==> config.mk <==
export PLATFORM = sky130hd
export DESIGN_NAME = arb_mux_n
export DESIGN_NICKNAME = d
export VERILOG_FILES = /design/src/rtl/arb_mux_pkg.sv /design/src/rtl/rr_pick.sv /design/src/rtl/arb_mux_n.sv
export SDC_FILE = /design/constraint.sdc
export NUM_CORES = 1
export LEC_CHECK = 0
export BUFFER_PORTS_ARGS = -buffer_cell sky130_fd_sc_hd__buf_4
export CORE_UTILIZATION = 38
export CTS_CLUSTER_DIAMETER = 200
export DETAILED_ROUTE_END_ITERATION = 8
export PLACE_DENSITY = 0.77
export SYNTH_ARGS = -nofsm -noshare
export SYNTH_HDL_FRONTEND = slang
export SYNTH_SLANG_ARGS = --single-unit
export TNS_END_PERCENT = 50
==> constraint.sdc <==
create_clock -name clk -period 1.5 [get_ports clk]
set_clock_uncertainty 0.2 [all_clocks]
set_input_delay 0.075 -clock clk [delete_from_list [all_inputs] [get_ports clk]]
set_output_delay 0.075 -clock clk [all_outputs]
set_load 0.1 [all_outputs]
==> src/rtl/arb_mux_pkg.sv <==
// Shared defaults and helpers for the arbitrating multiplexer (arb_mux_n, rr_pick).
package arb_mux_pkg;

  localparam int ARB_N_CH_DEF       = 4;
  localparam int ARB_DATA_WIDTH_DEF = 32;

  // Index width for n channels; a single channel still needs one bit.
  function automatic int sel_width(input int n);
    return (n > 1) ? $clog2(n) : 1;
  endfunction

endpackage

==> src/rtl/rr_pick.sv <==
// Rotating-mask priority picker: first request at or above ptr wins, else lowest request overall.
module rr_pick
  import arb_mux_pkg::*;
#(
  parameter  int N_CH  = ARB_N_CH_DEF,
  localparam int SEL_W = sel_width(N_CH)
) (
  input  logic [N_CH-1:0]  req,
  input  logic [SEL_W-1:0] ptr,
  output logic [N_CH-1:0]  gnt,
  output logic [SEL_W-1:0] gnt_idx
);

  logic [N_CH-1:0]  upper;
  logic             hit_up;
  logic             hit_any;
  logic [SEL_W-1:0] idx_up;
  logic [SEL_W-1:0] idx_any;

  always_comb begin
    upper   = '0;
    idx_up  = '0;
    idx_any = '0;
    gnt     = '0;
    for (int i = 0; i < N_CH; i++) begin
      upper[i] = req[i] && (i >= int'(ptr));
    end
    hit_up  = |upper;
    hit_any = |req;
    // Descending scan leaves the lowest set index in each candidate.
    for (int i = N_CH - 1; i >= 0; i--) begin
      if (upper[i]) idx_up = SEL_W'(i);
      if (req[i]) idx_any = SEL_W'(i);
    end
    gnt_idx = hit_up ? idx_up : idx_any;
    if (hit_any) gnt[gnt_idx] = 1'b1;
  end

endmodule

==> src/rtl/arb_mux_n.sv <==
// N-input arbitrating mux with a single registered output slot and synchronous flush.
// ARB_MUX_RR_EN defined: round-robin pointer; undefined: fixed priority (lowest index wins).
module arb_mux_n
  import arb_mux_pkg::*;
#(
  parameter  int N_CH       = ARB_N_CH_DEF,
  parameter  int DATA_WIDTH = ARB_DATA_WIDTH_DEF,
  localparam int SEL_W      = sel_width(N_CH)
) (
  input  logic                       clk,
  input  logic                       rst,
  input  logic                       flush,
  input  logic [N_CH-1:0]            in_valid,
  input  logic [N_CH*DATA_WIDTH-1:0] in_data,
  output logic [N_CH-1:0]            in_ready,
  output logic                       out_valid,
  output logic [DATA_WIDTH-1:0]      out_data,
  output logic [SEL_W-1:0]           out_sel,
  input  logic                       out_ready
);

  logic [SEL_W-1:0]      ptr_p0;
  logic [SEL_W-1:0]      win_idx;
  logic [N_CH-1:0]       win_gnt;
  logic                  can_load;
  logic                  grant_en;
  logic                  xfer;
  logic [DATA_WIDTH-1:0] ch_data [N_CH];

  logic                  vld_p1;
  logic [DATA_WIDTH-1:0] data_p1;
  logic [SEL_W-1:0]      sel_p1;

  for (genvar k = 0; k < N_CH; k++) begin : g_ch
    assign ch_data[k] = in_data[k*DATA_WIDTH +: DATA_WIDTH];
  end

  rr_pick #(.N_CH(N_CH)) u_pick (
    .req     (in_valid),
    .ptr     (ptr_p0),
    .gnt     (win_gnt),
    .gnt_idx (win_idx)
  );

  assign can_load = !vld_p1 || out_ready;
  assign grant_en = !rst && !flush && can_load;
  assign in_ready = grant_en ? win_gnt : '0;
  assign xfer     = grant_en && (|in_valid);

`ifdef ARB_MUX_RR_EN
  logic [SEL_W-1:0] ptr_nxt;

  assign ptr_nxt = (int'(win_idx) == N_CH - 1) ? '0 : win_idx + SEL_W'(1);

  always_ff @(posedge clk) begin
    if (rst) begin
      ptr_p0 <= '0;
    end else if (xfer) begin
      ptr_p0 <= ptr_nxt;
    end
  end
`else
  assign ptr_p0 = '0;
`endif

  // Stage p1: the single output slot, loaded from the granted channel.
  always_ff @(posedge clk) begin
    if (rst) begin
      vld_p1  <= 1'b0;
      data_p1 <= '0;
      sel_p1  <= '0;
    end else if (flush) begin
      vld_p1 <= 1'b0;
    end else if (xfer) begin
      vld_p1  <= 1'b1;
      data_p1 <= ch_data[win_idx];
      sel_p1  <= win_idx;
    end else if (out_ready) begin
      vld_p1 <= 1'b0;
    end
  end

  assign out_valid = vld_p1;
  assign out_data  = data_p1;
  assign out_sel   = sel_p1;

endmodule

==> impl_metrics.toml, run 1 <==
[timing]
finalSetupViolCount = 35
hold_viol = 0
slew_viol_final = 0
slew_headroom = 0.747
rsz0062_at_grt = "yes"
final.setup.worst_slack_ns = -0.0978
fin_crit_sh = 1.07
worst_pin_slew_ns = 0.379
timing.setup.tns_ns = -0.663
period_needed_ns = 1.60
timing.fmax_ghz = 0.626

[worst_setup_path]
reg2reg_depth = 4
crit_path_start_kind = "register"
cp_max_fo = 5
crit_slowest_cell = "dfxtp_4"
worst-endpoint-arrival_ns = 1.32
r2r-start = "out_valid$_SDFFE_PP0P_"
max_stage_delay_ns = 0.35
required_ns = 1.22
cp-end-kind = "output port"
critPathLaunch = "out_valid$_SDFFE_PP0P_"
r2r_slack_ns = -0.04
critPathKind = "reg -> out"
reg2reg_to = "out_data[0]$_SDFFE_PP0P_"
crit_chain = "buf_6, nand2b_4, nand2b_4, nor3_4, buf_12"
crit_top_cell = "nand2b_4"

[cells_and_area]
drive_gt1_frac = 0.403
area_growth_pct = 90.9
postLayoutCoreUtil = 0.760
layout.nets = 691
stdcell_area_sq_mm = 0.00488
diodes = 0

[routing]
wl_per_cell_um = 16.5
totalWireLength_mm = 10.4
ant_nets = 0
num_vias = 3418
drc = 26
first_pass_iters = 6
drt_iter0_drc = 145
vias_per_cell = 5.40

[synth]
synth_top_area_cell = "dfxtp_1"
synth_edf_count = 0
yosysUniqueCellTypes = 22
syn_inst = 320
ys_ff_latch = 35
ys_warn_count = 0
syn_area_sq_mm = 0.00256
synth_ff_type = "dfxtp_1"
synth.avg_cell_area_sq_um = 7.99
synth.top_cell.area_share = 0.274
synth_fp_nets = 456
synth-seq-area-share = 0.274
synth_top_cells_by_area = "dfxtp_1 27%, a32o_1 13%, a311oi_1 11%, o31ai_1 9.4%, nand2b_1 8.3%"
yosys-top-cells-count = "35 x dfxtp_1, 35 x inv_1, 34 x nand2b_1, 34 x nor2b_1, 33 x nand2_1"
async_reset_ff_frac = 0

[die]
die_x_um = 84.0
coreArea_sq_mm = 0.00642
io_pins = 175
die_area_sq_mm = 0.00706
fp.dieH_um = 84.0
rows = 29
start_util = 0.398

[placed_design]
pre_cts_slack_ns = -0.0366
hpwlAfterDp_mm = 6.76
portBuffers = 174
place_congestion = 0.817
dpl_cell_area_sq_mm = 0.00400

[global_routing]
grt_usage = 0.292
grt_start_max_net_pins = 41
antenna_found_initial = 0
grt-ovfl-total = 0
grt_pass1_wl_mm = 16.4
grt_pass1_vias = 3485

[min_path]
min_from = "in_data[35]"
min_to = "out_data[3]$_SDFFE_PP0P_"
min_delay_path_depth = 4
hold_path.class = "in -> reg"

[pwr]
finalPower_uw = 3350
power_density_mw_per_mm2 = 687
power_leakage_uw = 0.00224
vdd_ir_drop_max_v = 0.000373

[clock_tree]
clock_path_buffers = 2
cts_tree = "built"
clock-sinks = 35
root_buffer = "clkbuf_8"
numCtsBuffers = 5
clk_latency_ns = 0.28
path_clk_slew_ns = 0.08
cts_max_level = 2

[outcome]
status = "finished with violations"
failed_checks = "DRC, setup timing"

[flow_run]
cap_violations = 0
[area by class of cell]
class	instances	area (sq um)
clock buffer	8	100
timing repair buffer	264	2250
inverter	35	131
sequential	35	704
tap	77	96.3
fill	431	1540
multi-input combinational	214	1610
[repair_timing]
item                       in CTS  in global routing
hold buffers                   66                  0
buffers inserted                3                  2
setup endpoints to repair      36                 36
gates resized for setup        16                  3
cloned                          0                  0
pin swaps                       2                  0
hold endpoints to repair       35                  0
[layer usage]
| metal | GRT usage | share of wire | up-vias |
|---|---|---|---|
| li1 | - | - | 1635 |
| met1 | 0.317 | 0.39 | 1596 |
| met2 | 0.565 | 0.52 | 175 |
| met3 | 0.0574 | 0.076 | 12 |
| met4 | 0.0846 | 0.013 | 0 |
| met5 | 0 | 0 | - |
[critical path: cells and delay by family (launching register included)]
kind | cells | cell delay [ns]
buffers and inverters | 2 | 0.31
and+or+nand+nor | 3 | 0.37
DFF | 1 | 0.35
[where the power goes]
part	leakage, uW	internal (uW)	switching (uW)
registers	0.000289	998	40.5
logic	0.00190	646	910
clock network	0.0000515	420	339
total	0.00224	2060	1290
[worst max-delay path by stage]
stage                                            to  cells after the start  slack, ns
after floorplan                         in_ready[1]                      3      -0.26
after global placement    out_data[21]$_SDFFE_PP0P_                      4      0.007
after detailed placement   out_data[0]$_SDFFE_PP0P_                      4      -0.04
after CTS                               in_ready[1]                      5      -0.07
after global routing                    in_ready[1]                      5      -0.15
final                                   in_ready[1]                      5       -0.1
[registers in the layout (all words and copies together), names as in the netlist]
name       cells
out_sel        2
out_data      32
out_valid      1
[kinds of logic after synthesis]
| group | count (synthesis) | synth area share |
|---|---|---|
| AOI/OAI and AO/OA | 101 | 0.345 |
| buffers and inverters | 71 | 0.129 |
| DFF | 35 | 0.274 |
| and+or+nand+nor | 113 | 0.252 |
[through the flow]
step | instances | hold slack (ns)
2_1_floorplan | 320 | 0.0437
3_3_place_gp | 554 | 0.185
3_5_place_dp | 554 | 0.201
4_1_cts | 631 | -0.00906
5_1_grt | 633 | 0.0875
6_report | 633 | 0.0749
[layout by cell type, fill, tap and decap left out, types with 3 or more instances in the layout]
cell / count
a311oi_2: 4
nor2b_1: 32
dlygate4sd3_1: 66
a32o_1: 32
inv_1: 35
clkbuf_8: 7
o31ai_1: 32
buf_12: 7
dfxtp_1: 34
buf_6: 3
nand2b_1: 32
buf_4: 188
a311oi_1: 28
nand2_1: 33
(Power assumes the default switching activity.)
==> inputs of run 2 (changes only) <==
==> constraint.sdc (replaced) <==
create_clock -name clk -period 1.3 [get_ports clk]
set_clock_uncertainty 0.2 [all_clocks]
set_input_delay 0 -clock clk [delete_from_list [all_inputs] [get_ports clk]]
set_output_delay 0 -clock clk [all_outputs]
set_load 0.1 [all_outputs]
==> run 2 against run 1 <==
Against the previous run: the run ends with DRC, hold timing, setup timing left; non-clock buffer count grew 5; critical path depth is the same; combinational power grew 15%; sequential share of layout area is essentially flat; clock power grew 0.9%.
==> impl_metrics.toml, run 2 (same netlist as run 1, synthesis figures left out) <==
[timing]
fin_crit_sh = 1.17
period_needed_ns = 1.52
hold_viol = 1
rsz0062_at_grt = "yes"
timing.setup.tns_ns = -6.57
whs_ns = -0.0745
slew_viol_final = 0
finalSetupViolCount = 38
timing.fmax_ghz = 0.659
final.setup.worst_slack_ns = -0.217
slew_headroom = 0.794
worst_pin_slew_ns = 0.306

[global_routing]
grt_pass1_wl_mm = 16.9
grt_pass1_vias = 3584
grt_start_max_net_pins = 32
antenna_found_initial = 0
grt_usage = 0.298
grt-ovfl-total = 0

[routing]
num_vias = 3434
first_pass_iters = 6
drt_iter0_drc = 189
totalWireLength_mm = 10.5
wl_per_cell_um = 16.5
drc = 28
vias_per_cell = 5.38
ant_nets = 0

[pwr]
power_density_mw_per_mm2 = 771
vdd_ir_drop_max_v = 0.000371
power_leakage_uw = 0.00224

[clock_tree]
clk_latency_ns = 0.28
clock_path_buffers = 2
cts_hold_buffers = 69
cts_max_level = 2
numCtsBuffers = 5
path_clk_slew_ns = 0.07
root_buffer = "clkbuf_8"
cts_tree = "built"
clock-sinks = 35

[min_path]
min_from = "out_ready"
hold_path.class = "in -> reg"
min_to = "out_valid$_SDFFE_PP0P_"
min_delay_path_depth = 4

[cells_and_area]
drive_gt1_frac = 0.394
stdcell_area_sq_mm = 0.00487
final_cell_mix = "192 x buf_4, 69 x dlygate4sd3_1, 35 x inv_1"
final_common_cell = "buf_4"
layout.nets = 696
area_growth_pct = 90.5
postLayoutCoreUtil = 0.758
diodes = 0
largest_reg_flops = 32

[worst_setup_path]
critPathBufInv = 2
critPathKind = "reg -> out"
crit_top_cell = "nand2b_4"
cpLargestDelayFamily = "flip-flops"
crit_slowest_cell = "dfxtp_4"
max_stage_delay_ns = 0.34
cp_max_fo = 5
crit_chain = "buf_4, nand2b_4, nand2b_4, nor3_4, buf_12"
worst-endpoint-arrival_ns = 1.32
reg2reg_to = "out_data[18]$_SDFFE_PP0P_"
r2r_slack_ns = -0.20
r2r-start = "out_valid$_SDFFE_PP0P_"
required_ns = 1.10
crit_path_start_kind = "register"
reg2reg_depth = 4
cp-end-kind = "output port"

[flow_run]
cap_violations = 0

[die]
coreArea_sq_mm = 0.00642
fp.dieH_um = 84.0
die_x_um = 84.0
io_pins = 175
rows = 29
die_area_sq_mm = 0.00706
start_util = 0.398

[placed_design]
hpwlAfterDp_mm = 6.97
place_congestion = 0.784
pre_cts_slack_ns = -0.238
portBuffers = 174
dpl_cell_area_sq_mm = 0.00402

[outcome]
status = "finished with violations"
failed_checks = "DRC, hold timing, setup timing"
[run 2: final cells by class]
type | count | area, sq um
timing repair buffer | 269 | 2270
multi-input combinational | 214 | 1580
fill | 446 | 1550
sequential | 35 | 704
inverter | 35 | 131
tap | 77 | 96.3
clock buffer | 7 | 76.3
clock inverter | 1 | 5.00
[run 2: worst reg2reg max path, stage by stage (launching register included)]
cell and delay (ns):
dfxtp_4 0.34, nor2b_4 0.13, o31a_1 0.32, buf_6 0.18, a32o_1 0.22
[run 2: what timing repair did]
action / CTS / global route
hold endpoints to repair: 35 / 1
setup buffers: 2 / 0
setup endpoints to repair: 38 / 38
resized for setup: 15 / 0
pin swaps: 2 / 1
[run 2: stage by stage]
stage	total power, uW	std cells
floorplan	2240	320
global placement	2790	559
detailed placement	2810	559
CTS	3760	638
global route	3920	638
finish	3760	638
[run 2: power breakdown]
part	switching, uW	leakage (uW)	internal, uW
sequential	44.3	0.000289	1150
combinational	1050	0.00191	748
clock	389	0.0000422	376
total	1480	0.00224	2280
[run 2: worst max-delay path by stage]
| stage | from | cells past startpoint | slack, ns | to |
|---|---|---|---|---|
| floorplan | out_valid$_SDFFE_PP0P_ | 5 | -0.44 | out_data[0]$_SDFFE_PP0P_ |
| global placement | out_valid$_SDFFE_PP0P_ | 4 | -0.19 | out_data[21]$_SDFFE_PP0P_ |
| detailed placement | out_valid$_SDFFE_PP0P_ | 4 | -0.24 | out_data[27]$_SDFFE_PP0P_ |
| finish | out_valid$_SDFFE_PP0P_ | 5 | -0.22 | in_ready[1] |
| CTS | out_valid$_SDFFE_PP0P_ | 5 | -0.22 | in_ready[1] |
| global route | out_valid$_SDFFE_PP0P_ | 5 | -0.27 | in_ready[1] |
[run 2: per-layer routing]
metal / part of all wire / track usage / up-vias
met5: 0 / 0 / -
met4: 0.035 / 0.121 / 0
met3: 0.090 / 0.0712 / 34
met2: 0.50 / 0.538 / 188
met1: 0.37 / 0.333 / 1564
li1: - / - / 1648
==> inputs of run 3 (changes only) <==
HOLD_SLACK_MARGIN = 0.03   (was default)
==> run 3 against run 2 <==
Against the previous run: the run still ends with DRC, hold timing, setup timing left; combinational power grew 4%; clock power barely moved; power grew 2.3%; worst setup slack gained 0.0071 ns; critical path depth fell by 1; clock-buffer cell count unchanged; first-iteration DRC count grew 19%; sequential share of layout area is 0.76 points lower; cell area increased by 5.5%.
==> impl_metrics.toml, run 3 (same netlist as run 1, synthesis figures left out) <==
[clock_tree]
clock_path_buffers = 2
cts_hold_buffers = 95
clock-sinks = 35
clk_latency_ns = 0.28
path_clk_slew_ns = 0.07
cts_tree = "built"
cts_max_level = 2
numCtsBuffers = 5
root_buffer = "clkbuf_8"

[global_routing]
grt_start_max_net_pins = 32
grt-ovfl-total = 0
grt_pass1_vias = 3866
antenna_found_initial = 0
grt_pass1_wl_mm = 18.6
grt_usage = 0.329

[timing]
finalSetupViolCount = 38
slew_headroom = 0.775
final.setup.worst_slack_ns = -0.210
fin_crit_sh = 1.16
timing.fmax_ghz = 0.662
period_needed_ns = 1.51
rsz0062_at_grt = "yes"
timing.setup.tns_ns = -6.77
worst_pin_slew_ns = 0.335
slew_viol_final = 0
hold_viol = 1
whs_ns = -0.0738

[flow_run]
cap_violations = 0

[pwr]
power_density_mw_per_mm2 = 747
finalPower_uw = 3840
vdd_ir_drop_max_v = 0.000376
power_leakage_uw = 0.00235

[routing]
ant_nets = 0
drt_iter0_drc = 224
totalWireLength_mm = 11.6
first_pass_iters = 7
drc = 28
wl_per_cell_um = 17.5
vias_per_cell = 5.44
num_vias = 3615

[worst_setup_path]
cpLargestDelayFamily = "compound AO/OA/AOI/OAI gates"
critPathKind = "reg -> reg"
cp_max_fo = 19
max_stage_delay_ns = 0.35
crit_path_start_kind = "register"
crit_slowest_cell = "dfxtp_4"
worst-endpoint-arrival_ns = 1.48
required_ns = 1.27
critPathBufInv = 1
crit_chain = "nor2b_4, o31a_1, buf_6, a32o_1"
cp-end-kind = "register"

[die]
coreArea_sq_mm = 0.00642
die_area_sq_mm = 0.00706
die_x_um = 84.0
start_util = 0.398
io_pins = 175
fp.dieH_um = 84.0
rows = 29

[cells_and_area]
layout.nets = 722
seqCellArea_sq_um = 704
multi_input_area_sq_mm = 0.00159
stdcell_area_sq_mm = 0.00514
final_cell_mix = "191 x buf_4, 95 x dlygate4sd3_1, 35 x inv_1"
largest_reg_flops = 32
area_growth_pct = 101
fill_cells = 386
diodes = 0
final_common_cell = "buf_4"
drive_gt1_frac = 0.378

[min_path]
hold_path.class = "in -> reg"

[placed_design]
hpwlAfterDp_mm = 6.97
pre_cts_slack_ns = -0.238
dpl_cell_area_sq_mm = 0.00402
place_congestion = 0.784
portBuffers = 174

[outcome]
status = "finished with violations"
failed_checks = "DRC, hold timing, setup timing"
[run 3: cell count changes in the layout (fill, tap and decap cells not counted)]
cell and delta:
buf_6 +1, a311oi_1 -1, a311oi_2 +1, dlygate4sd3_1 +26, buf_4 -1
[run 3: worst paths after layout]
kind	start	end	slack, ns	cells after the start
worst max-delay path	out_valid$_SDFFE_PP0P_	out_data[27]$_SDFFE_PP0P_	-0.21	4
worst min-delay path	out_ready	out_valid$_SDFFE_PP0P_	-0.07	4
worst max register to register	out_valid$_SDFFE_PP0P_	out_data[27]$_SDFFE_PP0P_	-0.21	4
worst min register to register	out_data[15]$_SDFFE_PP0P_	out_data[15]$_SDFFE_PP0P_	0.27	1
[run 3: per-layer routing]
| layer | track usage | vias to the layer above | wire length [um] |
|---|---|---|---|
| li1 | - | 1698 | - |
| met1 | 0.346 | 1637 | 4200 |
| met2 | 0.584 | 228 | 5780 |
| met3 | 0.101 | 52 | 1120 |
| met4 | 0.174 | 0 | 512 |
| met5 | 0 | - | 0 |
[run 3: through the flow]
step / utilization / std cells / hold WS, ns
2_1_floorplan: - / 320 / -0.0313
3_3_place_gp: 0.626 / 559 / 0.105
3_5_place_dp: 0.626 / 559 / 0.113
4_1_cts: 0.799 / 664 / -0.0784
5_1_grt: 0.801 / 664 / -0.0694
6_report: 0.801 / 664 / -0.0738
[run 3: cell type report]
| type | count | area share |
|---|---|---|
| Timing Repair Buffer | 295 | 0.494 |
| Multi-Input combinational cell | 214 | 0.309 |
| Sequential cell | 35 | 0.137 |
| Inverter | 35 | 0.0256 |
| Tap cell | 77 | 0.0187 |
| Clock buffer | 7 | 0.0148 |
| Clock inverter | 1 | 0.000973 |
[run 3: tightest hold or removal path, stage by stage]
cell	delay (ns)
buf_4	0.10
nand2b_4	0.13
buf_4	0.10
a21oi_1	0.04
[run 3: power breakdown]
group          total [uW]  switching [uW]  internal [uW]
logic                1880            1080            801
clock network         762             386            376
registers            1200            45.8           1150
[run 3: repair_timing]
action / in CTS / in global routing
pin swaps: 2 / 1
resized for setup: 15 / 2
endpoints found under the hold margin: 35 / 1
setup endpoints to repair: 38 / 38
buffers inserted: 2 / 0
